<file path="config.mk">
export PLATFORM = sky130hd
export DESIGN_NAME = assignment_info_table
export DESIGN_NICKNAME = d
export VERILOG_FILES = /design/src/rtl/assignment_info_table_pkg.sv /design/src/rtl/assignment_info_table_trail_stack.sv /design/src/rtl/assignment_info_table.sv
export SDC_FILE = /design/constraint.sdc
export NUM_CORES = 1
export LEC_CHECK = 0
export CAP_MARGIN = 20
export CORE_MARGIN = 3
export CORE_UTILIZATION = 25
export DETAILED_ROUTE_END_ITERATION = 6
export GPL_ROUTABILITY_DRIVEN = 0
export PLACE_DENSITY = 0.49
export SLEW_MARGIN = 10
export SYNTH_ARGS = -nofsm -noshare
export SYNTH_HDL_FRONTEND = slang
export SYNTH_HIERARCHICAL = 1
export SYNTH_SLANG_ARGS = --single-unit
</file>
<file path="constraint.sdc">
create_clock -name Clk -period 7.45 [get_ports Clk]
set_clock_uncertainty 0.05 [all_clocks]
set_input_delay 1.1175 -clock Clk [delete_from_list [all_inputs] [get_ports Clk]]
set_output_delay 1.1175 -clock Clk [all_outputs]
set_load 0.05 [all_outputs]
</file>
<file path="src/rtl/assignment_info_table_pkg.sv">
// Shared CDCL definitions: request opcodes, table FSM states and the width
// helpers used to size VIDs, clause IDs and the trail pointer.
package assignment_info_table_pkg;

  typedef enum logic [1:0] {
    OP_ASSIGN = 2'b00,
    OP_LOOKUP = 2'b01,
    OP_SEEN   = 2'b10,
    OP_POP    = 2'b11
  } ait_op_e;

  typedef enum logic [1:0] {
    ST_IDLE      = 2'b00,
    ST_RESPOND   = 2'b01,
    ST_BACKTRACK = 2'b10
  } ait_state_e;

  function automatic int vid_width(input int literals);
    return (literals > 1) ? $clog2(literals) : 1;
  endfunction

  function automatic int reason_width(input int clauses);
    return (clauses > 1) ? $clog2(clauses) : 1;
  endfunction

  // The trail pointer must reach "depth" itself, hence depth+1 states.
  function automatic int ptr_width(input int depth);
    return $clog2(depth + 1);
  endfunction

endpackage

</file>
<file path="src/rtl/assignment_info_table_trail_stack.sv">
// LIFO of assigned VIDs in assignment order; exposes the top and the entry
// below it so a backtrack can decide its last pop without an extra cycle.
module ait_trail_stack #(
  parameter int DEPTH = 16,
  parameter int W     = 4,
  parameter int PW    = 5
) (
  input  logic          clk,
  input  logic          rst,
  input  logic          push,
  input  logic          pop,
  input  logic [W-1:0]  push_vid,
  output logic [W-1:0]  top_vid,
  output logic [W-1:0]  second_vid,
  output logic [PW-1:0] tp,
  output logic          empty,
  output logic          full
);

  logic [W-1:0]  mem [DEPTH];
  logic [PW-1:0] tp_reg;
  logic [PW-1:0] tp_m1;
  logic [PW-1:0] tp_m2;

  assign tp_m1      = tp_reg - PW'(1);
  assign tp_m2      = tp_reg - PW'(2);
  assign empty      = (tp_reg == '0);
  assign full       = (tp_reg == PW'(DEPTH));
  assign tp         = tp_reg;
  assign top_vid    = mem[tp_m1[W-1:0]];
  assign second_vid = mem[tp_m2[W-1:0]];

  always_ff @(posedge clk or posedge rst) begin
    if (rst) begin
      tp_reg <= '0;
    end else if (push && !full) begin
      tp_reg <= tp_reg + PW'(1);
    end else if (pop && !empty) begin
      tp_reg <= tp_m1;
    end
  end

  // Storage is not reset: entries above tp are never observed.
  always_ff @(posedge clk) begin
    if (push && !full) begin
      mem[tp_reg[W-1:0]] <= push_vid;
    end
  end

endmodule

</file>
<file path="src/rtl/assignment_info_table.sv">
// Per-variable assignment table for a CDCL solver: assign/lookup/mark-seen/
// trail-pop requests plus a multi-cycle backtrack to a target decision level.
module assignment_info_table
  import assignment_info_table_pkg::*;
#(
  parameter int literals = 16,
  parameter int clauses  = 16,
  localparam int VW = vid_width(literals),
  localparam int CW = reason_width(clauses)
) (
  input  logic          Clk,
  input  logic          Reset,
  input  logic          AIT_enable,
  input  logic [1:0]    AIT_opCode,
  input  logic [VW:0]   AIT_LID,
  input  logic [VW-1:0] Wr_Declevel,
  input  logic [CW-1:0] Wr_Reason,
  input  logic          Bt_en,
  input  logic [VW-1:0] Bt_level,
  input  logic          Clear_seen,
  output logic [VW:0]   AIT_LID_out,
  output logic          AIT_Seen,
  output logic [VW-1:0] AIT_Declevel,
  output logic [CW-1:0] AIT_Reason,
  output logic          AIT_valid,
  output logic          Busy,
  output logic          Trail_empty,
  output logic          Trail_full,
  output logic          Err
);

  localparam int PW = ptr_width(literals);

  ait_state_e state_reg, state_next;
  ait_op_e    op;

  logic [VW-1:0]       bt_level_reg;
  logic [literals-1:0] assigned_reg, assigned_next;
  logic [literals-1:0] seen_reg, seen_next;
  logic                polarity_mem [literals];
  logic [VW-1:0]       declevel_mem [literals];
  logic [CW-1:0]       reason_mem   [literals];

  logic          valid_reg, err_reg, seen_out_reg;
  logic [VW:0]   lid_out_reg;
  logic [VW-1:0] declevel_out_reg;
  logic [CW-1:0] reason_out_reg;

  logic [VW-1:0] vid, resp_vid, top_vid, second_vid, top_lvl, second_lvl;
  logic [PW-1:0] tp;
  logic          empty, full;
  logic          accept, do_assign, do_lookup, do_mark, do_pop;
  logic          bt_pop, bt_last, err_set, valid_next, stk_pop;

  assign op         = ait_op_e'(AIT_opCode);
  assign vid        = AIT_LID[VW-1:0];
  assign top_lvl    = declevel_mem[top_vid];
  assign second_lvl = declevel_mem[second_vid];

  // A simultaneous backtrack request takes the cycle; the request is dropped.
  assign accept    = (state_reg == ST_IDLE) && AIT_enable && !Bt_en;
  assign do_assign = accept && (op == OP_ASSIGN) && !assigned_reg[vid] && !full;
  assign do_lookup = accept && (op == OP_LOOKUP) && assigned_reg[vid];
  assign do_mark   = accept && (op == OP_SEEN);
  assign do_pop    = accept && (op == OP_POP) && !empty;
  assign err_set   = accept && (((op == OP_ASSIGN) && (assigned_reg[vid] || full)) ||
                                ((op == OP_LOOKUP) && !assigned_reg[vid]) ||
                                ((op == OP_POP)    && empty));

  // Backtrack leaves on the same cycle as its final pop by peeking one below.
  assign bt_pop  = (state_reg == ST_BACKTRACK) && !empty && (top_lvl > bt_level_reg);
  assign bt_last = !bt_pop || (tp == PW'(1)) || (second_lvl <= bt_level_reg);

  assign stk_pop    = do_pop || bt_pop;
  assign valid_next = do_lookup || do_pop;
  assign resp_vid   = (op == OP_POP) ? top_vid : vid;

  ait_trail_stack #(
    .DEPTH (literals),
    .W     (VW),
    .PW    (PW)
  ) u_trail (
    .clk        (Clk),
    .rst        (Reset),
    .push       (do_assign),
    .pop        (stk_pop),
    .push_vid   (vid),
    .top_vid    (top_vid),
    .second_vid (second_vid),
    .tp         (tp),
    .empty      (empty),
    .full       (full)
  );

  always_comb begin
    state_next = state_reg;
    case (state_reg)
      ST_IDLE: begin
        if (Bt_en) begin
          state_next = ST_BACKTRACK;
        end else if (AIT_enable && ((op == OP_LOOKUP) || (op == OP_POP))) begin
          state_next = ST_RESPOND;
        end
      end
      ST_RESPOND:   state_next = ST_IDLE;
      ST_BACKTRACK: if (bt_last) state_next = ST_IDLE;
      default:      state_next = ST_IDLE;
    endcase
  end

  // Set-seen is applied after the global clear so it wins for its VID.
  always_comb begin
    assigned_next = assigned_reg;
    seen_next     = seen_reg;
    if (do_assign) begin
      assigned_next[vid] = 1'b1;
      seen_next[vid]     = 1'b0;
    end
    if (do_pop) begin
      assigned_next[top_vid] = 1'b0;
    end
    if (Clear_seen) begin
      seen_next = '0;
    end
    if (bt_pop) begin
      assigned_next[top_vid] = 1'b0;
      seen_next[top_vid]     = 1'b0;
    end
    if (do_mark) begin
      seen_next[vid] = 1'b1;
    end
  end

  always_ff @(posedge Clk or posedge Reset) begin
    if (Reset) begin
      state_reg    <= ST_IDLE;
      bt_level_reg <= '0;
      assigned_reg <= '0;
      seen_reg     <= '0;
      err_reg      <= 1'b0;
    end else begin
      state_reg    <= state_next;
      assigned_reg <= assigned_next;
      seen_reg     <= seen_next;
      err_reg      <= err_reg | err_set;
      if ((state_reg == ST_IDLE) && Bt_en) begin
        bt_level_reg <= Bt_level;
      end
    end
  end

  always_ff @(posedge Clk) begin
    if (do_assign) begin
      polarity_mem[vid] <= AIT_LID[VW];
      declevel_mem[vid] <= Wr_Declevel;
      reason_mem[vid]   <= Wr_Reason;
    end
  end

  // Response fields only move on a valid response and hold otherwise.
  always_ff @(posedge Clk or posedge Reset) begin
    if (Reset) begin
      valid_reg        <= 1'b0;
      lid_out_reg      <= '0;
      seen_out_reg     <= 1'b0;
      declevel_out_reg <= '0;
      reason_out_reg   <= '0;
    end else begin
      valid_reg <= valid_next;
      if (valid_next) begin
        lid_out_reg      <= {polarity_mem[resp_vid], resp_vid};
        seen_out_reg     <= seen_reg[resp_vid];
        declevel_out_reg <= declevel_mem[resp_vid];
        reason_out_reg   <= reason_mem[resp_vid];
      end
    end
  end

  assign AIT_valid    = valid_reg;
  assign AIT_LID_out  = lid_out_reg;
  assign AIT_Seen     = seen_out_reg;
  assign AIT_Declevel = declevel_out_reg;
  assign AIT_Reason   = reason_out_reg;
  assign Busy         = (state_reg != ST_IDLE);
  assign Trail_empty  = empty;
  assign Trail_full   = full;
  assign Err          = err_reg;

endmodule

</file>
==> results of run 1 <==
[critical path, stage by stage, from the launching register on]
cell	delay [ns]
dfrtp_1	0.69
inv_1	0.23
ha_1	0.37
xor2_2	0.60
mux2i_1	0.17
a221oi_1	0.33
a32o_1	0.66
buf_4	0.38
mux4_2	0.53
mux4_2	0.48
ha_1	0.30
o21a_1	0.11
o21a_1	0.17
o211ai_1	0.17
a21o_1	0.58
inv_1	0.18
inv_1	0.11
a2bb2oi_1	0.29
a21oi_1	0.08
o221ai_1	0.18
[power groups by stage]
stage	sequential [mW]	clock [mW]	combinational (mW)
after floorplan	1.92	0	2.79
after global placement	1.82	0	3.95
after detailed placement	1.82	0	3.97
after CTS	1.79	1.46	3.99
after global routing	1.80	1.52	4.28
final	1.79	1.42	3.98
[worst max-delay path by stage]
stage,start,end,slack (ns),cells past startpoint
2_1_floorplan,u_trail/tp[0]$_DFFE_PP0P_,u_trail/tp[3]$_DFFE_PP0P_,1.68,25
3_3_place_gp,u_trail/tp[1]$_DFFE_PP0P_,u_trail/tp[3]$_DFFE_PP0P_,0.87,19
3_5_place_dp,u_trail/tp[1]$_DFFE_PP0P_,u_trail/tp[3]$_DFFE_PP0P_,0.76,19
4_1_cts,u_trail/tp[1]$_DFFE_PP0P_,u_trail/tp[3]$_DFFE_PP0P_,0.70,19
5_1_grt,u_trail/tp[1]$_DFFE_PP0P_,u_trail/tp[3]$_DFFE_PP0P_,0.17,19
6_report,u_trail/tp[1]$_DFFE_PP0P_,u_trail/tp[3]$_DFFE_PP0P_,0.68,19
[stage by stage]
stage               total power [mW]  instance area, µm²  worst slack (ns)  hold slack (ns)  cells
finish                          7.19               15500             0.681            0.447   1736
global route                    7.61               15500             0.168            0.469   1736
CTS                             7.24               15500             0.696            0.447   1735
detailed placement              5.79               14600             0.759            0.434   1681
global placement                5.77               14500             0.872            0.426   1678
floorplan                       4.71               13300              1.68            0.412    996
[routing by layer]
layer  GRT usage [%]  part of all wire [%]
met5               0                     0
met2            22.4                    46
met4            4.62                   3.1
met3            2.20                   6.3
met1            20.2                    45
[cells in the final DEF (no fill, tap or decap), drive strengths merged, types with 8 or more instances in the layout]
cell             n
buf             34
nand2b           8
nor3            24
o211ai          17
clkbuf          44
nand4           18
a31oi            8
edfxtp         208
nor2b           11
mux2i           24
dfrtp           59
nor2            86
nand2          116
ha              15
clkdlybuf4s50   42
o32a            16
inv             27
mux2            10
nand3           21
a21oi           45
o21ai           27
mux4            72
a211oi          15
[cells by family after synthesis]
family / after synthesis
AO/OA/AOI/OAI: 188
buffers and inverters: 96
multiplexers: 106
flip-flops: 267
adder cells (fa/ha/maj): 15
AND/OR/NAND/NOR: 319
XOR/XNOR: 5
[layout make-up]
class	instances	area [µm²]
inverter	26	97.6
clock inverter	10	123
fill	5172	36500
sequential	267	7720
tap	680	851
multi-input combinational	633	5190
timing repair buffer	76	701
clock buffer	44	802
==> summary.md, run 1 <==
| Metric | Value |
|---|---|
| Status | `finished clean` |
| CP Class | `reg2reg` |
| CTS sink cnt | `267` |
| Worst-path clk slew | `0.06 ns` |
| Synth Area in Compound Gates | `10.3%` |
| Initial antenna violation count | `0` |
| Vias | `9097` |
| Root buf cell | `clkbuf_16` |
| Crit path required time | `7.88 ns` |
| Postcts setup bufs | `0` |
| Clock power frac | `19.7%` |
| Share of post-route cells with drive strength above 1 | `18.5%` |
| Max-cap viol count | `0` |
| Crit Reg-Reg Startpoint | `u_trail/tp[1]$_DFFE_PP0P_` |
| Grt ovf | `0` |
| Sequential share of the synthesized area | `58.0%` |
| Mux share of post-synthesis cell area | `15.0%` |
| CTS tree | `yes` |
| Hold Path Sink | `assigned_reg[6]$_DFF_PP0_` |
| Crit path arrival time | `7.19 ns` |
| Crit. End Element | `flip-flop` |
| Post-route DRC | `0` |
| Top-area cell type share of the netlist area | `46.9%` |
| CTS max path bufs | `3` |
| Final hold violations | `0` |
| Cell Int Power | `4.13 mW` |
| Port Buffers | `42` |
| Top-count cell post-synth | `edfxtp_1` |
| Core Box Area | `0.0520 mm²` |
| Actual slew at the worst max-slew pin | `1.09 ns` |
| Layout Area Growth over Synthesis | `16.4%` |
| Initial Util | `25.6%` |
| LEAKAGE | `5.18 nW` |
| Setup TNS | `0 ns` |
| Type of origin of the critical path | `flip-flop` |
| Largest area contributor in the netlist | `edfxtp_1` |
| Comb pwr share | `55.4%` |
| H-tree Lvls | `1` |
| Post-CTS sizing | `0` |
| Type of the tightest min-delay check | `reg2reg` |
| Synth cell types | `72` |
| DR iter-0 viols | `1038` |
| Final setup vio count | `0` |
| Psw | `3.06 mW` |
| Main combinational cell family by area after synthesis | `multiplexers` |
| Mapped Avg Cell Area | `13.4 µm²` |
| Die Ht | `237 µm` |
| Yosys warns | `7` |
| Period utilisation layout | `90.9%` |
| Max Slew Vio Count | `0` |
| HPWL Detailed | `26900 µm` |
| DR pass1 iterations | `6` |
| Die W | `237 µm` |
| Post-Syn Area | `0.0133 mm²` |
| Pin count of the biggest net entering global routing | `55` |
| Register share of total power | `24.9%` |
| Yosys reg bits | `267` |
| Post-synthesis adder-cell area fraction | `1.41%` |
| Vias in the first global route | `9027` |
| Max IR drop VDD | `266 µV` |
| CP max FO | `17` |
| Vias/cell | `5.24` |
| Routed Wire Length | `40800 µm` |
| Simple-gate share of the synthesized area | `11.4%` |
| Min-Delay Path Depth | `1` |
| Ant diodes | `0` |
| Routed WL per cell | `23.5 µm` |
| Die area | `0.0561 mm²` |
| Overall Global Routing Usage | `14.3%` |
| Num rows | `83` |
| Synth Instances | `996` |
| R2R depth | `19` |
| Most used DFF post-synth | `edfxtp_1` |
| RSZ-0062 raised after global routing | `no` |
| Min-delay src | `assigned_reg[6]$_DFF_PP0_` |
| Num CTS Buffers | `29` |
| Max-slew headroom | `26.8%` |
| Final net count | `1072` |
| Boundary Pins | `43` |
| Pwr dens | `464 mW/mm²` |
| Largest cells by area after synthesis | `edfxtp_1 47%, mux4_2 12%, dfrtp_1 11%` |
| DRT antenna net count | `0` |
| Synth cell count leaders | `208 x edfxtp_1, 116 x nand2_1, 83 x nor2_1` |
| Maximum clock rate | `148 MHz` |
| Reg2reg end | `u_trail/tp[3]$_DFFE_PP0P_` |
| Hold Buf Count CTS | `0` |
| R2r setup slk | `0.68 ns` |
| Ys async rst share | `22.1%` |
| Syn nets | `1035` |
| Insertion delay of the later-clocked pin in the worst-skew pair | `0.58 ns` |
| Global-route wire length before repair | `60900 µm` |
| Util after Layout | `29.8%` |
| Post-synth EDFFs | `208` |
| Final min period | `6.77 ns` |
| XOR/XNOR share of the synthesized area | `0.385%` |
| Sw Ratio | `42.5%` |
Note: power is estimated with default switching activity, not from simulation.
==> run 2, diff against run 1 <==
--- a/config.mk
+++ b/config.mk
@@ -10,7 +10,7 @@
 export CORE_UTILIZATION = 25
 export DETAILED_ROUTE_END_ITERATION = 6
 export GPL_ROUTABILITY_DRIVEN = 0
-export PLACE_DENSITY = 0.49
+export PLACE_DENSITY = 0.51
 export SLEW_MARGIN = 10
 export SYNTH_ARGS = -nofsm -noshare
 export SYNTH_HDL_FRONTEND = slang
==> constraint.sdc (replaced) <==
create_clock -name Clk -period 5.4 [get_ports Clk]
set_clock_uncertainty 0.05 [all_clocks]
set_input_delay 0.81 -clock Clk [delete_from_list [all_inputs] [get_ports Clk]]
set_output_delay 0.81 -clock Clk [all_outputs]
set_load 0.05 [all_outputs]
==> run 2 against run 1 <==
  * Critical path depth down 1
  * Utilization is 0.34 points higher
  * Wire length increased by 1.3%
  * Hold slack got worse by 0.0066 ns
  * Combinational power up 43%
  * Count of clock-buffer cells in the layout fell by 12
  * Fmax grew 33%
  * Largest cell class unchanged
  * Highest routed layer unchanged
==> summary.md, run 2 (synthesized netlist as in run 1, its figures left out) <==
| Metric | Value |
|---|---|
| Initial antenna violation count | `1` |
| Register share of total power | `24.3%` |
| Core Box Area | `0.0520 mm²` |
| Status | `finished clean` |
| Port Buffers | `42` |
| DR pass1 iterations | `5` |
| Initial Util | `25.6%` |
| Comb pwr share | `56.5%` |
| Crit path required time | `5.82 ns` |
| Vias | `9145` |
| Largest stage delay on the critical path | `0.73 ns` |
| Sw Ratio | `42.5%` |
| CTS tree | `yes` |
| Final net count | `1094` |
| Layout Area Growth over Synthesis | `17.7%` |
| Actual slew at the worst max-slew pin | `1.08 ns` |
| Most frequent cells in the layout | `208 x edfxtp_1, 116 x nand2_1, 83 x nor2_1` |
| Final min period | `5.08 ns` |
| Global-route wire length before repair | `61900 µm` |
| Tot Pwr | `10.1 mW` |
| Worst-path clk slew | `0.06 ns` |
| DR iter-0 viols | `1107` |
| Type of origin of the critical path | `flip-flop` |
| Crit path top cell by count | `inv_1` |
| Max-cap viol count | `0` |
| LEAKAGE | `5.29 nW` |
| Register area | `0.00772 mm²` |
| Vias in the first global route | `9110` |
| Cell Int Power | `5.78 mW` |
| CP max-delay cell | `xnor2_1` |
| Hold Buf Count CTS | `0` |
| CP top delay family | `multiplexers` |
| Routed Wire Length | `41400 µm` |
| CP Class | `reg2reg` |
| Maximum clock rate | `197 MHz` |
| Grt ovf | `0` |
| HPWL Detailed | `27500 µm` |
| Leading cell type in the layout, fill and taps excluded | `edfxtp_1` |
| Overall Global Routing Usage | `14.5%` |
| Die W | `237 µm` |
| CP Buf/Inv Count | `5` |
| CTS sink cnt | `267` |
| Num rows | `83` |
| Psw | `4.28 mW` |
| Share of post-route cells with drive strength above 1 | `20.3%` |
| Num CTS Buffers | `29` |
| DRT antenna net count | `0` |
| Pin count of the biggest net entering global routing | `55` |
| Post-route DRC | `0` |
| Period utilisation layout | `94.0%` |
| Util after Layout | `30.1%` |
| Crit-path cells | `inv_1 -> ha_4 -> xnor2_1 -> nand2_1 -> nand3_1 -> a32o_1 -> buf_4 -> buf_4 -> mux4_2 -> mux4_2 -> ha_1 -> o21a_1 -> o211ai_1 -> a21o_1 -> inv_1 -> inv_1 -> or3_1 -> o211ai_1` |
| Final hold violations | `0` |
| Pwr dens | `642 mW/mm²` |
| Root buf cell | `clkbuf_16` |
| Die area | `0.0561 mm²` |
| # fillers | `5170` |
| CTS max path bufs | `3` |
| Max IR drop VDD | `324 µV` |
| Final setup vio count | `0` |
| Type of the tightest min-delay check | `reg2reg` |
| Insertion delay of the later-clocked pin in the worst-skew pair | `0.58 ns` |
| RSZ-0062 raised after global routing | `no` |
| Routed WL per cell | `23.5 µm` |
| CP max FO | `13` |
| Die Ht | `237 µm` |
| Setup TNS | `0 ns` |
| Area of the multi-input gates | `0.00521 mm²` |
| Vias/cell | `5.20` |
| Crit. End Element | `flip-flop` |
| Clock power frac | `19.2%` |
| Max Slew Vio Count | `0` |
| H-tree Lvls | `1` |
| Max-slew headroom | `27.8%` |
| Crit path arrival time | `5.50 ns` |
| Boundary Pins | `43` |
==> run 2: cell types whose count changed in the layout (fill, tap and decap cells not counted), moves of 3 or more <==
| cell | previous run | this run |
|---|---|---|
| buf_4 | 30 | 52 |
| clkinv_2 | 2 | 8 |
| nor2_2 | 8 | 3 |
| clkinv_1 | 3 | 6 |
| nor2_1 | 78 | 83 |
| clkinvlp_4 | 1 | 4 |
| clkbuf_1 | 13 | 3 |
==> run 2: through the flow <==
stage	instances	setup WS, ns	cell area, µm²	hold slack (ns)
after floorplan	996	0.0159	13300	0.412
final	1758	0.325	15700	0.440
after CTS	1756	0.241	15600	0.444
after global placement	1703	0.362	14700	0.423
after detailed placement	1703	0.256	14700	0.430
after global routing	1757	0.0110	15700	0.461
==> run 2: per-layer routing <==
| layer | track usage, % | wire length [µm] |
|---|---|---|
| met1 | 20.2 | 18200 |
| met2 | 23.6 | 19600 |
| met3 | 2.47 | 2790 |
| met4 | 3.56 | 767 |
| met5 | 0 | 0 |
==> run 2: what timing repair did <==
item / in CTS / in global routing
setup endpoints to repair: 0 / 3
gates resized for setup: 0 / 3
setup buffers: 0 / 0
==> run 2: worst paths after layout <==
kind,depth (start not counted),end,start,slack (ns)
worst max register to register,18,u_trail/tp[1]$_DFFE_PP0P_,u_trail/tp[1]$_DFFE_PP0P_,0.32
worst min register to register,1,assigned_reg[14]$_DFF_PP0_,assigned_reg[14]$_DFF_PP0_,0.44
max in group asynchronous,3,seen_reg[7]$_DFF_PP0_,Reset,3.91
worst min-delay path,1,assigned_reg[14]$_DFF_PP0_,assigned_reg[14]$_DFF_PP0_,0.44
worst max-delay path,18,u_trail/tp[1]$_DFFE_PP0P_,u_trail/tp[1]$_DFFE_PP0P_,0.32
min in group asynchronous,2,u_trail/tp[2]$_DFFE_PP0P_,Reset,0.48
==> run 2: power groups by stage <==
stage               sequential, mW  clock, mW  combinational, mW
finish                        2.44       1.93               5.69
global route                  2.46       2.06               6.10
CTS                           2.45       1.97               5.64
detailed placement            2.49          0               5.63
global placement              2.48          0               5.61
floorplan                     2.65          0               3.90
==> run 2: area by class of cell <==
type | count | share of cell area, %
sequential | 267 | 49.3
tap | 680 | 5.43
clock inverter | 21 | 1.13
clock buffer | 32 | 4.70
antenna | 1 | 0.0160
multi-input combinational | 633 | 33.2
inverter | 26 | 0.623
timing repair buffer | 98 | 5.57
